File: config.mk
export PLATFORM = sky130hd
export DESIGN_NAME = alu_multi
export DESIGN_NICKNAME = d
export VERILOG_FILES = /design/src/rtl/alu_pkg.sv /design/src/rtl/alu_irq_ctrl.sv /design/src/rtl/alu_multi.sv
export SDC_FILE = /design/constraint.sdc
export NUM_CORES = 1
export LEC_CHECK = 0
export BUFFER_PORTS_ARGS = -buffer_cell sky130_fd_sc_hd__buf_2
export CORE_UTILIZATION = 61
export CTS_CLUSTER_SIZE = 28
export DETAILED_ROUTE_END_ITERATION = 10
export HOLD_SLACK_MARGIN = 0.1
export PLACE_DENSITY = 0.95
export SYNTH_ARGS = -nofsm -noshare
export SYNTH_HDL_FRONTEND = slang
export SYNTH_SLANG_ARGS = --single-unit
export TNS_END_PERCENT = 30
File: constraint.sdc
create_clock -name clk -period 1.7 [get_ports clk]
set_input_delay 0.34 -clock clk [delete_from_list [all_inputs] [get_ports clk]]
set_output_delay 0.34 -clock clk [all_outputs]
set_load 0.005 [all_outputs]
File: src/rtl/alu_pkg.sv
// Shared types and constants for the multi-channel ALU.
package alu_pkg;

    typedef enum logic [2:0] {
        OpAnd  = 3'd0,
        OpNand = 3'd1,
        OpOr   = 3'd2,
        OpXor  = 3'd3,
        OpXnor = 3'd4,
        OpNor  = 3'd5,
        OpAdd  = 3'd6,
        OpSub  = 3'd7
    } opcode_t;

    localparam int unsigned COND_ZERO  = 0;
    localparam int unsigned COND_ONES  = 1;
    localparam int unsigned COND_CARRY = 2;

    typedef logic [7:0] data_t;

    // Width of a channel index; never narrower than one bit.
    function automatic int unsigned ch_idx_w(input int unsigned ch);
        return (ch > 1) ? $clog2(ch) : 1;
    endfunction

endpackage

File: src/rtl/alu_irq_ctrl.sv
// Sticky per-channel interrupt pending bits with set-priority clear.
// Optional saturating event counter when ALU_IRQ_CNT_EN is defined.
module alu_irq_ctrl #(
    parameter int unsigned CH = 2
) (
    input  logic          clk,
    input  logic          rst_n,
    input  logic [CH-1:0] ev,
    input  logic          irq_clr,
    output logic [CH-1:0] pending,
    output logic          irq
`ifdef ALU_IRQ_CNT_EN
    ,
    output logic [7:0]    irq_cnt
`endif
);

    logic [CH-1:0] pending_d;

    // A set landing on the same edge as a clear wins.
    always_comb begin
        pending_d = irq_clr ? ev : (pending | ev);
    end

    always_ff @(posedge clk or negedge rst_n) begin
        if (!rst_n) begin
            pending <= '0;
        end else begin
            pending <= pending_d;
        end
    end

    assign irq = |pending;

`ifdef ALU_IRQ_CNT_EN
    logic [7:0] irq_cnt_d;

    always_comb begin
        irq_cnt_d = irq_cnt;
        if (irq_clr) begin
            irq_cnt_d = (|ev) ? 8'd1 : 8'd0;
        end else if ((|ev) && (irq_cnt != 8'hFF)) begin
            irq_cnt_d = irq_cnt + 8'd1;
        end
    end

    always_ff @(posedge clk or negedge rst_n) begin
        if (!rst_n) begin
            irq_cnt <= 8'd0;
        end else begin
            irq_cnt <= irq_cnt_d;
        end
    end
`endif

endmodule

File: src/rtl/alu_multi.sv
// CH-channel, DATA_W-bit ALU with per-channel interrupt conditions.
// Define ALU_IRQ_CNT_EN to add the alu_irq_cnt event counter output.
module alu_multi #(
    parameter int unsigned     DATA_W        = 8,
    parameter int unsigned     CH            = 2,
    parameter logic [3*CH-1:0] IRQ_COND_MASK = {CH{3'b111}}
) (
    input  logic              clk,
    input  logic              alu_rst_n,
    input  logic              alu_enable,
    input  logic [CH-1:0]     alu_ch_en,
    input  logic [DATA_W-1:0] alu_in_a,
    input  logic [DATA_W-1:0] alu_in_b,
    input  logic [2:0]        alu_op,
    input  logic              alu_irq_clr,
    output logic [DATA_W-1:0] alu_out,
    output logic              alu_out_valid,
    output logic              alu_irq,
    output logic [CH-1:0]     alu_irq_src,
    output logic              alu_err
`ifdef ALU_IRQ_CNT_EN
    ,
    output logic [7:0]        alu_irq_cnt
`endif
);

    import alu_pkg::*;

    typedef logic [DATA_W-1:0] data_t;

    localparam int unsigned IdxW = ch_idx_w(CH);

    logic [3:0]      sel_cnt;
    logic [IdxW-1:0] sel_idx;
    logic            one_hot;
    logic            multi_sel;
    logic            accept;

    always_comb begin
        sel_cnt = 4'd0;
        sel_idx = '0;
        for (int i = 0; i < CH; i++) begin
            sel_cnt = sel_cnt + 4'(alu_ch_en[i]);
            if (alu_ch_en[i]) begin
                sel_idx = IdxW'(i);
            end
        end
    end

    assign one_hot   = (sel_cnt == 4'd1);
    assign multi_sel = (sel_cnt > 4'd1);
    assign accept    = alu_enable && one_hot;

    data_t           result;
    logic            carry;
    logic [DATA_W:0] sum;
    logic [2:0]      flags_d;

    always_comb begin
        result = '0;
        carry  = 1'b0;
        sum    = '0;
        case (opcode_t'(alu_op))
            OpAnd:  result = alu_in_a & alu_in_b;
            OpNand: result = ~(alu_in_a & alu_in_b);
            OpOr:   result = alu_in_a | alu_in_b;
            OpXor:  result = alu_in_a ^ alu_in_b;
            OpXnor: result = ~(alu_in_a ^ alu_in_b);
            OpNor:  result = ~(alu_in_a | alu_in_b);
            OpAdd: begin
                sum    = {1'b0, alu_in_a} + {1'b0, alu_in_b};
                result = sum[DATA_W-1:0];
                carry  = sum[DATA_W];
            end
            OpSub: begin
                // Top bit of the widened difference is the borrow (a < b).
                sum    = {1'b0, alu_in_a} - {1'b0, alu_in_b};
                result = sum[DATA_W-1:0];
                carry  = sum[DATA_W];
            end
            default: result = '0;
        endcase
    end

    always_comb begin
        flags_d             = 3'b000;
        flags_d[COND_ZERO]  = (result == '0);
        flags_d[COND_ONES]  = &result;
        flags_d[COND_CARRY] = carry;
    end

    logic [2:0]      flags_q;
    logic [IdxW-1:0] idx_q;

    always_ff @(posedge clk or negedge alu_rst_n) begin
        if (!alu_rst_n) begin
            alu_out       <= '0;
            alu_out_valid <= 1'b0;
            alu_err       <= 1'b0;
            flags_q       <= 3'b000;
            idx_q         <= '0;
        end else begin
            alu_out_valid <= accept;
            alu_err       <= alu_enable && multi_sel;
            if (accept) begin
                alu_out <= result;
                flags_q <= flags_d;
                idx_q   <= sel_idx;
            end
        end
    end

    // Events come from the registered flags, so irq trails the result by one cycle.
    logic [CH-1:0] ev;

    always_comb begin
        ev = '0;
        for (int k = 0; k < CH; k++) begin
            if (alu_out_valid && (idx_q == IdxW'(k))) begin
                ev[k] = |(flags_q & IRQ_COND_MASK[3*k +: 3]);
            end
        end
    end

    alu_irq_ctrl #(
        .CH(CH)
    ) u_irq_ctrl (
        .clk     (clk),
        .rst_n   (alu_rst_n),
        .ev      (ev),
        .irq_clr (alu_irq_clr),
        .pending (alu_irq_src),
        .irq     (alu_irq)
`ifdef ALU_IRQ_CNT_EN
        ,
        .irq_cnt (alu_irq_cnt)
`endif
    );

endmodule
==> results of run 1 <==
logic make-up after synthesis:
family	after synthesis
xor+xnor	5
fa+ha+maj	27
mux	2
simple gates	84
compound gates	80
buf+inv	41
flops	16
stage by stage:
stage / setup WS (ns) / hold WS, ns / cells
floorplan: -0.662 / 0.0444 / 255
global placement: -0.925 / 0.256 / 396
detailed placement: -1.12 / 0.258 / 396
==> metrics, run 1 <==
maximum root-to-sink buffer count=2; die span in y=between 50 and 60 um; Yosys top cell by area=dfrtp_1; Yosys cell types=53; status=did not finish; commonest cells in the netlist=nand2_1 (27), inv_1 (26), ha_1 (25); PortBufs=37; syn_nets=307; Syn Area/Cell=between 7 and 8 sq um; Synth area leaders=dfrtp_1 (20%), ha_1 (16%), nand2_1 (5.1%), inv_1 (5.0%), a21oi_1 (4.6%); Post-Syn Area=1970 sq um; CTS sink cnt=16; Post-Synth Adder-Cell Area=between 10% and 20%; Area after DPL=about 2800 sq um; Error Message=[ERROR DPL-0038] Utilization greater than 100%, impossible to legalize; Post-synth EDFFs=0; cts repair resizes=52; Most used DFF post-synth=dfrtp_1; CTS buffer count=3; Starting Density=approximately 64%; Placer Congestion=around 0.95; most common cell in the netlist=nand2_1; die outline width=roughly 59 um; Post-CTS Hold Fix Bufs=1; Yosys reg bits=16; FP Rows=20; post-synthesis mux area share=1.14%; FFs w/ async S/R, synth=between 90% and 100%; Ys Warns=0; Synth Area in Simple Gates=a little over a fifth; combinational family with the most area after synthesis=compound AO/OA/AOI/OAI gates; HPWL after DPL=approximately 5.7 mm; Syn Inst Count=~260; xor/xnor share of the synthesized area=~2.2%; I/O pins=38; CTS Root Cell=clkbuf_4; setup bufs post-CTS=6; last stage reached=4_1_cts; H-tree Lvls=1; register area share after synthesis=around a fifth; Synth Area in Compound Gates=between 20% and 30%; Synth top area share=between 20% and 30%
==> run 2: changes to the inputs <==
CORE_UTILIZATION = 40   (was 61)
CTS_CLUSTER_SIZE = unset   (was 28)
HOLD_SLACK_MARGIN = unset   (was 0.1)
PLACE_DENSITY = unset   (was 0.95)
PLACE_DENSITY_LB_ADDON = 0.15   (was unset)
==> run 2 against run 1 <==
The flow now finishes, with violations (hold timing, setup timing); area after synthesis unchanged; synthesized cell count unchanged.
==> metrics, run 2 <==
syn_nets=307 (unchanged); Critical Path RT=around 1.9 ns; Final min period=~2.4 ns; Core ar.=roughly 4700 sq um; Slowest-stage cell, CP=or4_4; Hold Fails Final Rpt=11; max layer used=met4; HPWL after DPL=4.22 mm (-25%); critical path capture point type=register; Yosys cell types=53 (unchanged); Worst setup endpoint=flags_q[1]$_DFFE_PN0P_; total power=about 1.6 mW; DRC errors left=0; initial antenna violation count=0; Starting Density=41.7% (-23 points); Post-Route WL=roughly 5.5 mm; unrepaired setup endpoints after global routing=true; Worst R2R End=u_irq_ctrl.pending[1]$_DFF_PN0_; setup slack after layout=-0.653 ns; critical path's top delay family=simple AND/OR/NAND/NOR gates; largest registers=alu_out x8, flags_q x3, u_irq_ctrl.pending x2; maximum root-to-sink buffer count=2 (unchanged); ANT cells=0; met2 WL=between 2 and 3 mm; internal reg-to-reg setup slack=0.75 ns; router iterations before antenna repair=4; Ys Warns=0 (unchanged); r2r startpoint=flags_q[1]$_DFFE_PN0P_; most frequent cells in the layout=buf_4 (76), buf_2 (33), nand2_1 (27); Critical Path Source=alu_in_a[0]; clk_skew=approximately 0.0027 ns; Synth top area share=20.3% (unchanged); CTS sink cnt=16 (unchanged); clk_lat worst skew=around 0.24 ns; Vias=2241; slew of the pin with the lowest slew margin=between 0.5 and 0.6 ns; Buf/Inv on CP=2; Pwr per Cell Area=about 530 nW/um^2; most common cell in the netlist=nand2_1; PortBufs=37 (unchanged); Post-Syn Area=1970 sq um (unchanged); Post-synth EDFFs=0 (unchanged); CP max FO=3; routed length on met3=roughly 270 um; vias in the first global route=about 1900; Non-Filler Instances=~430; largest net degree at the start of global routing=31; Worst Reg-to-Reg Cells=2; max-cap violations=0; Max Slew Vio Count=0; max reg flops=8; worst rel slew slack=65.5%; utilization after layout=roughly two thirds; Final #Nets=slightly above 400; hold_ws=-0.00661 ns; most common cell after layout, fill and taps aside=buf_4; Yosys reg bits=16 (unchanged); register area share after synthesis=20.3% (unchanged); Syn Inst Count=255 (unchanged); Most used DFF post-synth=dfrtp_1; FP Rows=25 (+25%); Max stage delay on crit path=0.53 ns; CTS Root Cell=clkbuf_8; worst vdd ir=approximately 0.00023 V; H-tree Lvls=1 (unchanged); failing checks=hold timing, setup timing; WS Path Type=input pin to register; FFs w/ async S/R, synth=100% (unchanged); Final ANT Viol Nets=0; CP cell instances=buf_12 > inv_12 > ha_4 > fa_2 > nor3_4 > nor4_2 > o221a_2 > or4_4 > nor3_4 > a32o_1; vias per inst=between 5 and 6; Syn Area/Cell=7.72 sq um (unchanged); die span in y=72.1 um (+23%); setup violators final=8; gr usage total=20.8%; commonest cells in the netlist=nand2_1 (27), inv_1 (26), ha_1 (25); placed cell count=421 (+6.3%); Critical Path Start Type=input pin; CTS tree=done; first-pass GRT wire length=~8.7 mm; Iteration-0 DRC Markers=101; DR WL/cell=about 13 um; die area=5200 sq um; worst hold path class=input pin to async pin; Largest Register=alu_out; LEAKAGE=approximately 1.5 nW; CTS buffer count=3 (unchanged); most frequent CP cell=nor3_4; clock slew at reported path FFs=0.06 ns; die outline width=72.1 um (+23%); share of layout cells above drive strength 1=between 40% and 50%; Placer Congestion=0.916 (-3.9%); Yosys top cell by area=dfrtp_1; Fmax achieved=roughly 420 MHz; WP depth=10; I/O pins=38 (unchanged); Layout area overhead=57.2%; crit path DAT=2.53 ns; Synth area leaders=dfrtp_1 (20%), ha_1 (16%), nand2_1 (5.1%), inv_1 (5.0%), a21oi_1 (4.6%); status=complete, but fails checks; Routed met1 length=roughly 2.5 mm; period utilization=138%; total congestion overflow=0
[run 2: cell counts after synthesis]
Identical to the previous run, type by type.
[run 2: kinds of logic (layout without fill, tap and decap cells)]
kind of cell / count (synthesis) / in the layout / share of synthesized area [%]
flops: 16 / 16 / 20.3
simple gates: 84 / 84 / 21.8
buf+inv: 41 / 146 / 8.71
mux: 2 / 2 / 1.14
compound gates: 80 / 80 / 27.8
xor+xnor: 5 / 5 / 2.23
fa+ha+maj: 27 / 27 / 17.9
[run 2: timing repair]
action / CTS / global route
endpoints found under the setup margin: 9 / 10
pin swaps: 10 / 15
hold buffers: 0 / 0
setup buffers: 3 / 0
gates resized for setup: 33 / 15
[run 2: stage by stage]
step | area, sq um | TNS, ns | hold slack, ns | setup slack (ns)
3_3_place_gp | 2810 | -5.91 | 0.265 | -0.932
4_1_cts | 3020 | -2.79 | 0.00618 | -0.620
5_1_grt | 3090 | -3.44 | 0.0186 | -0.715
3_5_place_dp | 2810 | -6.24 | 0.269 | -0.997
6_report | 3090 | -2.91 | -0.00661 | -0.653
2_1_floorplan | 2050 | -2.61 | 0.0444 | -0.662
[run 2: worst min-delay path by stage]
| stage | end | slack (ns) | cells past startpoint |
|---|---|---|---|
| floorplan | alu_err$_DFF_PN0_ | 0.04 | 0 |
| global placement | alu_out[2]$_DFFE_PN0P_ | 0.27 | 1 |
| detailed placement | alu_out[0]$_DFFE_PN0P_ | 0.27 | 1 |
| CTS | alu_out[0]$_DFFE_PN0P_ | 0.006 | 1 |
| global route | alu_out[1]$_DFFE_PN0P_ | 0.02 | 1 |
| finish | alu_out[0]$_DFFE_PN0P_ | -0.007 | 1 |
[run 2: area by class of cell]
cell class / instances / area, sq um
multi-input combinational: 198 / 1630
sequential: 16 / 400
inverter: 28 / 125
timing repair buffer: 115 / 812
fill: 411 / 1630
clock buffer: 3 / 41.3
tap: 67 / 83.8
[run 2: report_power, final]
group          internal [mW]  total [mW]  switching (mW)
clock                  0.157       0.270           0.113
sequential             0.445       0.474          0.0285
combinational          0.452       0.882           0.431
[run 2: routing by layer]
metal,vias up,track usage (%)
li1,1130,-
met1,1027,28.4
met2,74,34.4
met3,10,1.94
met4,0,7.19
met5,-,0
No activity file was read; power rests on OpenSTA's default activity.
